`config.mk`:
```
export PLATFORM = sky130hd
export DESIGN_NAME = branch_predict_ctrl_flat
export DESIGN_NICKNAME = d
export VERILOG_FILES = /design/src/rtl/branch_predict_ctrl_if.sv /design/src/rtl/branch_predict_ctrl.sv /design/src/flat_wrapper.sv
export SDC_FILE = /design/constraint.sdc
export NUM_CORES = 1
export LEC_CHECK = 0
export CAP_MARGIN = 20
export CELL_PAD_IN_SITES_DETAIL_PLACEMENT = 2
export CELL_PAD_IN_SITES_GLOBAL_PLACEMENT = 2
export CORE_MARGIN = 2
export CORE_UTILIZATION = 29
export CTS_BUF_LIST = sky130_fd_sc_hd__clkbuf_16
export CTS_CLUSTER_DIAMETER = 100
export DETAILED_ROUTE_END_ITERATION = 8
export PLACE_DENSITY = 0.84
export SETUP_SLACK_MARGIN = 0.2
export SYNTH_ARGS = -nofsm -noshare
export SYNTH_HDL_FRONTEND = slang
export SYNTH_SLANG_ARGS = --single-unit
export TNS_END_PERCENT = 50
```
`constraint.sdc`:
```
create_clock -name clk -period 7.6 [get_ports clk]
set_clock_uncertainty 0.1 [all_clocks]
set_input_delay 1.52 -clock clk [delete_from_list [all_inputs] [get_ports clk]]
set_output_delay 1.52 -clock clk [all_outputs]
set_load 0.01 [all_outputs]
```
`src/rtl/branch_predict_ctrl_if.sv`:
```
// Fetch/execute signal bundle for the branch predictor controller.
// The master modport is the pipeline side and the slave modport is the predictor.
interface branch_predict_ctrl_if;
  logic [31:0] fetch_pc;
  logic        fetch_is_branch;
  logic        predict_taken;
  logic        stall;
  logic        ex_valid;
  logic [31:0] ex_pc;
  logic        ex_predicted;
  logic        ex_taken;
  logic [31:0] ex_target;
  logic        redirect;
  logic [31:0] redirect_pc;
  logic        flush;
  logic [31:0] branch_count;
  logic [31:0] mispredict_count;

  modport master (
    output fetch_pc, fetch_is_branch, stall, ex_valid, ex_pc,
           ex_predicted, ex_taken, ex_target,
    input  predict_taken, redirect, redirect_pc, flush,
           branch_count, mispredict_count
  );

  modport slave (
    input  fetch_pc, fetch_is_branch, stall, ex_valid, ex_pc,
           ex_predicted, ex_taken, ex_target,
    output predict_taken, redirect, redirect_pc, flush,
           branch_count, mispredict_count
  );
endinterface

```
`src/rtl/branch_predict_ctrl.sv`:
```
// Bimodal predictor built from 2-bit saturating counters.
// On a mispredict it issues a one-cycle redirect and then holds flush for FLUSH_CYCLES cycles.
module branch_predict_ctrl #(
  parameter int ENTRIES      = 16,
  parameter int FLUSH_CYCLES = 2
) (
  input logic                  clk,
  input logic                  rst,
  branch_predict_ctrl_if.slave bp
);
  localparam int IDX = $clog2(ENTRIES);
  localparam logic [2:0] FC = 3'(FLUSH_CYCLES);

  typedef enum logic [1:0] {IDLE, REDIRECT, FLUSH} state_t;

  state_t                 r_state;
  logic                   r_redirect;
  logic                   r_flush;
  logic [31:0]            r_redirect_pc;
  logic [2:0]             r_flush_cnt;
  logic [31:0]            r_branch_count;
  logic [31:0]            r_mispredict_count;
  logic [2*ENTRIES-1:0]   r_ctr;
  logic [2*ENTRIES-1:0]   w_ctr_next;

  logic [IDX-1:0] w_fetch_idx;
  logic [IDX-1:0] w_ex_idx;
  logic           w_accept;
  logic           w_mispredict;
  logic           w_unused;

  assign w_fetch_idx  = bp.fetch_pc[IDX+1:2];
  assign w_ex_idx     = bp.ex_pc[IDX+1:2];
  assign w_accept     = bp.ex_valid && !bp.stall && (r_state == IDLE);
  assign w_mispredict = w_accept && (bp.ex_taken != bp.ex_predicted);
  assign w_unused     = &{1'b0, bp.fetch_pc[31:IDX+2], bp.fetch_pc[1:0]};

  // Lookup reads the registered table, so a same-cycle update is seen next cycle.
  assign bp.predict_taken    = bp.fetch_is_branch && r_ctr[{w_fetch_idx, 1'b1}];
  assign bp.redirect         = r_redirect;
  assign bp.redirect_pc      = r_redirect_pc;
  assign bp.flush            = r_flush;
  assign bp.branch_count     = r_branch_count;
  assign bp.mispredict_count = r_mispredict_count;

  genvar gi;
  generate
    for (gi = 0; gi < ENTRIES; gi++) begin : g_ctr
      logic [1:0] w_cur;
      logic [1:0] w_sat;
      assign w_cur = r_ctr[2*gi +: 2];
      assign w_sat = bp.ex_taken ? ((w_cur == 2'b11) ? 2'b11 : w_cur + 2'd1)
                                 : ((w_cur == 2'b00) ? 2'b00 : w_cur - 2'd1);
      assign w_ctr_next[2*gi +: 2] = (w_accept && (w_ex_idx == IDX'(gi))) ? w_sat : w_cur;
    end
  endgenerate

  always_ff @(posedge clk) begin
    if (rst) begin
      r_ctr <= {ENTRIES{2'b01}};
    end else begin
      r_ctr <= w_ctr_next;
    end
  end

  always_ff @(posedge clk) begin
    if (rst) begin
      r_branch_count     <= '0;
      r_mispredict_count <= '0;
    end else begin
      if (w_accept)     r_branch_count     <= r_branch_count + 32'd1;
      if (w_mispredict) r_mispredict_count <= r_mispredict_count + 32'd1;
    end
  end

  // r_flush_cnt counts flush-high cycles including the one being presented.
  always_ff @(posedge clk) begin
    if (rst) begin
      r_state       <= IDLE;
      r_redirect    <= 1'b0;
      r_flush       <= 1'b0;
      r_redirect_pc <= '0;
      r_flush_cnt   <= '0;
    end else begin
      case (r_state)
        IDLE: begin
          if (w_mispredict) begin
            r_state       <= REDIRECT;
            r_redirect    <= 1'b1;
            r_flush       <= 1'b1;
            r_redirect_pc <= bp.ex_taken ? bp.ex_target : bp.ex_pc + 32'd4;
            r_flush_cnt   <= 3'd1;
          end
        end
        REDIRECT: begin
          r_redirect <= 1'b0;
          if (FLUSH_CYCLES > 1) begin
            r_state     <= FLUSH;
            r_flush     <= 1'b1;
            r_flush_cnt <= 3'd2;
          end else begin
            r_state     <= IDLE;
            r_flush     <= 1'b0;
            r_flush_cnt <= '0;
          end
        end
        FLUSH: begin
          if (r_flush_cnt >= FC) begin
            r_state     <= IDLE;
            r_flush     <= 1'b0;
            r_flush_cnt <= '0;
          end else begin
            r_flush_cnt <= r_flush_cnt + 3'd1;
          end
        end
        default: begin
          r_state     <= IDLE;
          r_redirect  <= 1'b0;
          r_flush     <= 1'b0;
          r_flush_cnt <= '0;
        end
      endcase
    end
  end
endmodule
```
`src/flat_wrapper.sv`:
```
// flat-port wrapper written by rule: the top's interface ports become plain ports
module branch_predict_ctrl_flat 
#(
  parameter int ENTRIES      = 16,
  parameter int FLUSH_CYCLES = 2
)
  (clk, rst, bp_fetch_pc, bp_fetch_is_branch, bp_stall, bp_ex_valid, bp_ex_pc, bp_ex_predicted, bp_ex_taken, bp_ex_target, bp_predict_taken, bp_redirect, bp_redirect_pc, bp_flush, bp_branch_count, bp_mispredict_count);
  branch_predict_ctrl_if bp_i ();
  input logic clk;
  input logic rst;
  input wire logic [$bits(bp_i.fetch_pc)-1:0] bp_fetch_pc;
  input wire logic [$bits(bp_i.fetch_is_branch)-1:0] bp_fetch_is_branch;
  input wire logic [$bits(bp_i.stall)-1:0] bp_stall;
  input wire logic [$bits(bp_i.ex_valid)-1:0] bp_ex_valid;
  input wire logic [$bits(bp_i.ex_pc)-1:0] bp_ex_pc;
  input wire logic [$bits(bp_i.ex_predicted)-1:0] bp_ex_predicted;
  input wire logic [$bits(bp_i.ex_taken)-1:0] bp_ex_taken;
  input wire logic [$bits(bp_i.ex_target)-1:0] bp_ex_target;
  output wire logic [$bits(bp_i.predict_taken)-1:0] bp_predict_taken;
  output wire logic [$bits(bp_i.redirect)-1:0] bp_redirect;
  output wire logic [$bits(bp_i.redirect_pc)-1:0] bp_redirect_pc;
  output wire logic [$bits(bp_i.flush)-1:0] bp_flush;
  output wire logic [$bits(bp_i.branch_count)-1:0] bp_branch_count;
  output wire logic [$bits(bp_i.mispredict_count)-1:0] bp_mispredict_count;
  assign bp_i.fetch_pc = bp_fetch_pc;
  assign bp_i.fetch_is_branch = bp_fetch_is_branch;
  assign bp_i.stall = bp_stall;
  assign bp_i.ex_valid = bp_ex_valid;
  assign bp_i.ex_pc = bp_ex_pc;
  assign bp_i.ex_predicted = bp_ex_predicted;
  assign bp_i.ex_taken = bp_ex_taken;
  assign bp_i.ex_target = bp_ex_target;
  assign bp_predict_taken = bp_i.predict_taken;
  assign bp_redirect = bp_i.redirect;
  assign bp_redirect_pc = bp_i.redirect_pc;
  assign bp_flush = bp_i.flush;
  assign bp_branch_count = bp_i.branch_count;
  assign bp_mispredict_count = bp_i.mispredict_count;
  branch_predict_ctrl #(.ENTRIES(ENTRIES), .FLUSH_CYCLES(FLUSH_CYCLES)) u_core (.clk(clk), .rst(rst), .bp(bp_i));
endmodule
```
==> impl_metrics.env, run 1 <==
export IMPL_cts_htree_levels=4
export IMPL_core_area_sq_mm=0.0241
export IMPL_ir_drop_uv=98.8
export IMPL_remaining_drc_errors=0
export IMPL_synth_seq_area_share_pct=38.3
export IMPL_drive_above_1_share_pct=5.74
export IMPL_drv_cap=0
export IMPL_slew_violations=0
export IMPL_die_w_um=160
export IMPL_max_slew_margin_rel_pct=38.0
export IMPL_grt_pass1_vias=7649
export IMPL_synth_edf_count=0
export IMPL_start_util_pct=29.3
export IMPL_rsz0062_at_grt="false"
export IMPL_crit_path_end_kind="output pin"
export IMPL_track_usage_pct=19.7
export IMPL_async_reset_ff_share_pct=0
export IMPL_wl_met3_um=1320
export IMPL_period_needed_ns=5.40
export IMPL_worstPathMaxFanout=4
export IMPL_post_cts_buffers=0
export IMPL_yosys_area_top_type_share_pct=38.3
export IMPL_overflow=0
export IMPL_met1Wirelength_um=10900
export IMPL_hpwl_um=17500
export IMPL_cp_start_kind="primary input"
export IMPL_netlist_area_sq_mm=0.00705
export IMPL_post_route_period_util_pct=71.0
export IMPL_tightest_slew_ns=0.927
export IMPL_cts_max_path_buffers=2
export IMPL_drt_wl_total_um=24800
export IMPL_finalHoldViolCount=0
export IMPL_die_area_sq_mm=0.0256
export IMPL_root_buffer="clkbuf_16"
export IMPL_setup_tns_ns=0
export IMPL_drtPass1Iterations=4
export IMPL_vias=7088
export IMPL_crit_required_ns=5.98
export IMPL_fin_util_pct=39.7
export IMPL_cts_hold_buf=0
export IMPL_top_layer="met4"
export IMPL_postSynthCellCount=869
export IMPL_setup_viol=0
export IMPL_finalNetCount=1126
export IMPL_yosys_warnings=0
export IMPL_cp_arrival_ns=3.78
export IMPL_clk_latency_ns=0.41
export IMPL_gp_congestion=0.756
export IMPL_met2_wirelength_um=12100
export IMPL_syn_to_final_growth_pct=35.8
export IMPL_num_io_pins=202
export IMPL_hold_class="flip-flop to flip-flop"
export IMPL_ys_ff_latch=135
export IMPL_cts_sinks=135
export IMPL_status="finished, final reports clean"
export IMPL_cellPowerDensity_mw_per_mm2=187
export IMPL_ant_nets=0
export IMPL_clk_pin_slew_ns=0.06
export IMPL_p_leak_nw=3.31
export IMPL_fmax_ghz=0.185
export IMPL_cts_tree="done"
export IMPL_syn_avg_cell_area_sq_um=8.12
export IMPL_cts_resized=0
export IMPL_crit_type="primary input to output pin"
export IMPL_synth_nets=980
export IMPL_yosysUniqueCellTypes=51
export IMPL_num_antenna_cells=0
export IMPL_yosys_area_top_type="dfxtp_1"
export IMPL_ys_top_cells_by_area="dfxtp_1 38%, nor2_1 5.6%, xnor2_1 5.5%"
export IMPL_grt_max_degree=63
export IMPL_num_rows=57
export IMPL_ys_flop_type="dfxtp_1"
export IMPL_hold_ws_ns=0.355
export IMPL_wl_per_cell_um=18.3
export IMPL_grt_pass1_wl_um=41100
export IMPL_drtIter0Drc=284
export IMPL_via_per_inst=5.25
export IMPL_fp_dieH_um=160
export IMPL_cts_inserted_buffers=17
export IMPL_portBuffers=173
export IMPL_antenna_found_initial=0
-- area by class of cell --
cell class | instances | area (sq um)
Fill cell | 2750 | 14500
Timing Repair Buffer | 177 | 1750
Inverter | 28 | 105
Multi-Input combinational cell | 656 | 4040
Clock inverter | 14 | 144
Tap cell | 324 | 405
Sequential cell | 135 | 2700
Clock buffer | 17 | 425
-- kinds of logic (layout without fill, tap and decap cells) --
logic type | after synthesis | after routing | synth area share, %
AOI/OAI and AO/OA | 159 | 159 | 14.2
xor gates and xnor gates | 80 | 80 | 9.93
adders and majority gates | 8 | 8 | 1.42
buffers and inverters | 78 | 236 | 4.61
DFF | 135 | 135 | 38.3
muxes | 11 | 11 | 2.47
and+or+nand+nor | 398 | 398 | 29.0
-- Yosys cell counts, types with 7 or more instances --
cell type / n
a21o_1: 18
a21oi_1: 59
a22oi_1: 9
and3_1: 25
clkbuf_1: 41
dfxtp_1: 135
ha_1: 8
inv_1: 27
nand2_1: 81
nand3_1: 50
nand4_1: 32
nor2_1: 106
nor3_1: 40
nor3_2: 8
nor4_1: 10
o21ai_0: 21
o221ai_1: 15
o22ai_1: 14
o41ai_1: 7
or3_1: 9
xnor2_1: 44
xor2_1: 36
-- layout by cell type, fill, tap and decap left out, types with 4 or more instances in the layout --
| master | count |
|---|---|
| and2_1 | 5 |
| mux4_2 | 5 |
| a21oi_1 | 59 |
| a31oi_1 | 4 |
| nand2b_1 | 6 |
| ha_1 | 8 |
| o41ai_1 | 7 |
| nand3_1 | 50 |
| o221ai_1 | 15 |
| buf_4 | 5 |
| clkbuf_16 | 17 |
| nor3_2 | 8 |
| o211ai_1 | 4 |
| nor2_1 | 105 |
| nand4_1 | 32 |
| a22oi_1 | 9 |
| o22ai_1 | 14 |
| dfxtp_1 | 135 |
| nand2_1 | 81 |
| or3_1 | 9 |
| nor4_1 | 10 |
| clkinv_2 | 4 |
| and3_1 | 25 |
| a21o_1 | 18 |
| xnor2_1 | 44 |
| clkdlybuf4s50_1 | 171 |
| and4_1 | 6 |
| inv_1 | 30 |
| nor3_1 | 40 |
| mux2i_1 | 5 |
| a211oi_1 | 4 |
| xor2_1 | 36 |
| o21ai_0 | 21 |
-- through the flow --
| stage | setup WS (ns) | instance area, sq um | total power, W | cells |
|---|---|---|---|---|
| 2_1_floorplan | 3.36 | 7050 | 0.000872 | 869 |
| 3_3_place_gp | 2.20 | 9010 | 0.000970 | 1320 |
| 3_5_place_dp | 2.16 | 9010 | 0.000979 | 1320 |
| 4_1_cts | 2.17 | 9580 | 0.00181 | 1351 |
| 5_1_grt | 2.13 | 9580 | 0.00187 | 1351 |
| 6_report | 2.20 | 9580 | 0.00179 | 1351 |
-- critical path, cell delays in order --
cell	delay, ns
clkdlybuf4s50_1	0.62
mux4_2	0.53
mux4_2	0.46
and2_1	0.17
clkdlybuf4s50_1	0.47
-- worst paths after layout --
kind | end | start | cells after the start | slack, ns
worst max-delay path | bp_predict_taken | bp_fetch_pc[2] | 5 | 2.20
worst min-delay path | u_core.bp.redirect_pc[4]$_SDFFE_PP0P_ | u_core.bp.redirect_pc[4]$_SDFFE_PP0P_ | 2 | 0.35
worst max register to register | u_core.bp.redirect_pc[31]$_SDFFE_PP0P_ | u_core.r_state[0]$_SDFFE_PP0P_ | 5 | 3.75
worst min register to register | u_core.bp.redirect_pc[4]$_SDFFE_PP0P_ | u_core.bp.redirect_pc[4]$_SDFFE_PP0P_ | 2 | 0.35
-- routing by layer --
metal / vias up / track usage, %
met5: - / 0
met4: 0 / 5.73
met3: 29 / 5.17
met2: 149 / 33.9
met1: 3511 / 24.1
li1: 3399 / -
-- sequential cells by signal, indices dropped and copies added, names as in the netlist --
| signal | flops |
|---|---|
| u_core.bp.branch_count | 32 |
| u_core.bp.flush | 1 |
| u_core.bp.mispredict_count | 32 |
| u_core.bp.redirect | 1 |
| u_core.bp.redirect_pc | 32 |
| u_core.r_ctr | 32 |
| u_core.r_flush_cnt | 3 |
| u_core.r_state | 2 |
-- where the power goes --
group          total, W  internal [W]  switching [W]
combinational  0.000203     0.0000993       0.000104
sequential     0.000759      0.000733      0.0000261
clock          0.000826      0.000506       0.000321
No activity file was read; power rests on OpenSTA's default activity.
==> run 2, diff against run 1 <==
--- a/config.mk
+++ b/config.mk
@@ -9,11 +9,11 @@
 export CELL_PAD_IN_SITES_DETAIL_PLACEMENT = 2
 export CELL_PAD_IN_SITES_GLOBAL_PLACEMENT = 2
 export CORE_MARGIN = 2
-export CORE_UTILIZATION = 29
+export CORE_UTILIZATION = 25
 export CTS_BUF_LIST = sky130_fd_sc_hd__clkbuf_16
 export CTS_CLUSTER_DIAMETER = 100
 export DETAILED_ROUTE_END_ITERATION = 8
-export PLACE_DENSITY = 0.84
+export PLACE_DENSITY = 0.77
 export SETUP_SLACK_MARGIN = 0.2
 export SYNTH_ARGS = -nofsm -noshare
 export SYNTH_HDL_FRONTEND = slang
==> constraint.sdc (replaced) <==
create_clock -name clk -period 4.5 [get_ports clk]
set_clock_uncertainty 0.1 [all_clocks]
set_input_delay 0.9 -clock clk [delete_from_list [all_inputs] [get_ports clk]]
set_output_delay 0.9 -clock clk [all_outputs]
set_load 0.01 [all_outputs]
==> run 2 against run 1 <==
Compared with the run above:
- routed wire length rose by 3.0%
- utilization is 4.7 points lower
- global-route usage down 2.1 points
- sequential share of layout area fell by 0.42 points
- via count fell by 1.1%
- sequential power increased by 69%
- setup slack worse by 1.9 ns
- total power rose by 72%
- clock-buffer cell count unchanged
- combinational power rose by 72%
- worst hold slack got worse by 0.0034 ns
- register-to-register slack got worse by 2.0 ns
- critical path type unchanged
- highest routed layer unchanged
==> impl_metrics.env, run 2 (synthesis results as in run 1) <==
export IMPL_post_cts_buffers=0
export IMPL_ant_nets=0
export IMPL_overflow=0
export IMPL_timing_rr_start="u_core.r_state[1]$_SDFFE_PP0P_"
export IMPL_critical_path_top_delay_family="buffers and inverters"
export IMPL_status="finished, final reports clean"
export IMPL_hold_depth=2
export IMPL_die_w_um=172
export IMPL_total_power_w=0.00308
export IMPL_reg2reg_slack_ns=1.72
export IMPL_multi_input_area_sq_mm=0.00404
export IMPL_final_common_cell="clkdlybuf4s50_1"
export IMPL_drive_above_1_share_pct=6.86
export IMPL_seq_area_sq_mm=0.00270
export IMPL_cts_sinks=135
export IMPL_drtPass1Iterations=4
export IMPL_worstPathMaxFanout=4
export IMPL_max_slew_margin_rel_pct=41.0
export IMPL_crit_path_end_kind="output pin"
export IMPL_cts_hold_buf=0
export IMPL_die_area_sq_mm=0.0296
export IMPL_clk_latency_ns=0.42
export IMPL_gp_congestion=0.760
export IMPL_tightest_slew_ns=0.885
export IMPL_wl_per_cell_um=18.0
export IMPL_cts_htree_levels=4
export IMPL_rr_endpoint="u_core.bp.branch_count[31]$_SDFFE_PP0P_"
export IMPL_crit_cells=5
export IMPL_via_per_inst=4.96
export IMPL_cp_arrival_ns=3.17
export IMPL_portBuffers=173
export IMPL_finalHoldViolCount=0
export IMPL_crit_type="primary input to output pin"
export IMPL_num_rows=61
export IMPL_core_area_sq_mm=0.0278
export IMPL_final_cell_count_no_fill=1414
export IMPL_start_util_pct=25.4
export IMPL_finalNetCount=1133
export IMPL_grt_pass1_wl_um=40900
export IMPL_cp_start_kind="primary input"
export IMPL_cts_tree="done"
export IMPL_remaining_drc_errors=0
export IMPL_top_layer="met4"
export IMPL_post_route_period_util_pct=92.6
export IMPL_drt_wl_total_um=25500
export IMPL_crit_required_ns=3.50
export IMPL_wl_met3_um=1390
export IMPL_cellPowerDensity_mw_per_mm2=316
export IMPL_fp_dieH_um=172
export IMPL_clk_pin_slew_ns=0.06
export IMPL_track_usage_pct=17.6
export IMPL_num_io_pins=202
export IMPL_cts_max_path_buffers=2
export IMPL_ir_drop_uv=226
export IMPL_cts_inserted_buffers=17
export IMPL_fmax_ghz=0.240
export IMPL_setup_tns_ns=0
export IMPL_period_needed_ns=4.17
export IMPL_grt_pass1_vias=7445
export IMPL_placedCellCount=1381
export IMPL_syn_to_final_growth_pct=37.8
export IMPL_rsz0062_at_grt="false"
export IMPL_timing_final_ws_setup_ns=0.333
export IMPL_vias=7013
export IMPL_cts_resized=0
export IMPL_cp_cell_sequence="clkdlybuf4s50_1 > mux4_2 > mux4_2 > and2_1 > clkdlybuf4s50_1"
export IMPL_setup_viol=0
export IMPL_reg2reg_depth=5
export IMPL_place_ws_ns=0.305
export IMPL_p_leak_nw=3.35
export IMPL_worstHoldEndpoint="u_core.bp.redirect_pc[4]$_SDFFE_PP0P_"
export IMPL_layout_common_cells="171 x clkdlybuf4s50_1, 135 x dfxtp_1, 105 x nor2_1"
export IMPL_hold_class="flip-flop to flip-flop"
export IMPL_antenna_found_initial=1
export IMPL_grt_max_degree=80
export IMPL_hpwl_um=18300
export IMPL_drv_cap=0
export IMPL_met2_wirelength_um=12400
export IMPL_critPathBufInv=2
export IMPL_worst_path_max_delay_cell="clkdlybuf4s50_1"
export IMPL_cpPeakStageDelay_ns=0.61
export IMPL_fill_cells=3130
export IMPL_drtIter0Drc=242
export IMPL_root_buffer="clkbuf_16"
export IMPL_met1Wirelength_um=11500
export IMPL_slew_violations=0
export IMPL_min_from="u_core.bp.redirect_pc[4]$_SDFFE_PP0P_"
run 2: changes by cell type in the layout (fill, tap and decap cells not counted), sizes merged:
| cell | previous run | this run |
|---|---|---|
| diode | 0 | 1 |
| buf | 6 | 13 |
| inv | 30 | 34 |
| clkinvlp | 2 | 3 |
| clkinv | 7 | 4 |
| bufinv | 3 | 2 |
run 2: worst register-to-register path, delay by kind of cell (launching register included):
kind	cells	cell delay (ns)
and+or+nand+nor	4	1.87
muxes	1	0.31
DFF	1	0.39
run 2: final cells by class:
| class | instances | area share [%] |
|---|---|---|
| well taps | 378 | 4.86 |
| inverters | 28 | 1.08 |
| clock inverters | 15 | 1.72 |
| diodes | 1 | 0.0257 |
| repair buffers | 184 | 18.6 |
| multi-input cells | 656 | 41.5 |
| clock buffers | 17 | 4.38 |
| flip-flops and latches | 135 | 27.8 |
run 2: worst max path at each step:
stage / startpoint / to / slack (ns)
CTS: bp_fetch_pc[2] / bp_predict_taken / 0.30
global placement: bp_fetch_pc[2] / bp_predict_taken / 0.36
finish: bp_fetch_pc[2] / bp_predict_taken / 0.33
floorplan: bp_fetch_pc[2] / bp_predict_taken / 1.50
detailed placement: bp_fetch_pc[2] / bp_predict_taken / 0.31
global route: bp_fetch_pc[2] / bp_predict_taken / 0.24
run 2: through the flow:
step / utilization [%] / instance area (sq um) / hold slack, ns
2_1_floorplan: - / 7050 / 0.365
3_3_place_gp: 32.8 / 9130 / 0.339
3_5_place_dp: 32.8 / 9130 / 0.348
4_1_cts: 35.0 / 9720 / 0.357
5_1_grt: 35.0 / 9720 / 0.382
6_report: 35.0 / 9720 / 0.351
run 2: report_power, final:
group	leakage (nW)	switching [W]	internal, W
Combinational	1.97	0.000180	0.000171
Clock	0.285	0.000616	0.000830
Sequential	1.09	0.0000438	0.00124
Total	3.35	0.000839	0.00224
run 2: per-layer routing:
metal  vias up  track usage (%)
li1       3416                -
met1      3436             21.7
met2       147             30.4
met3        14             4.67
met4         0             4.38
met5         -                0
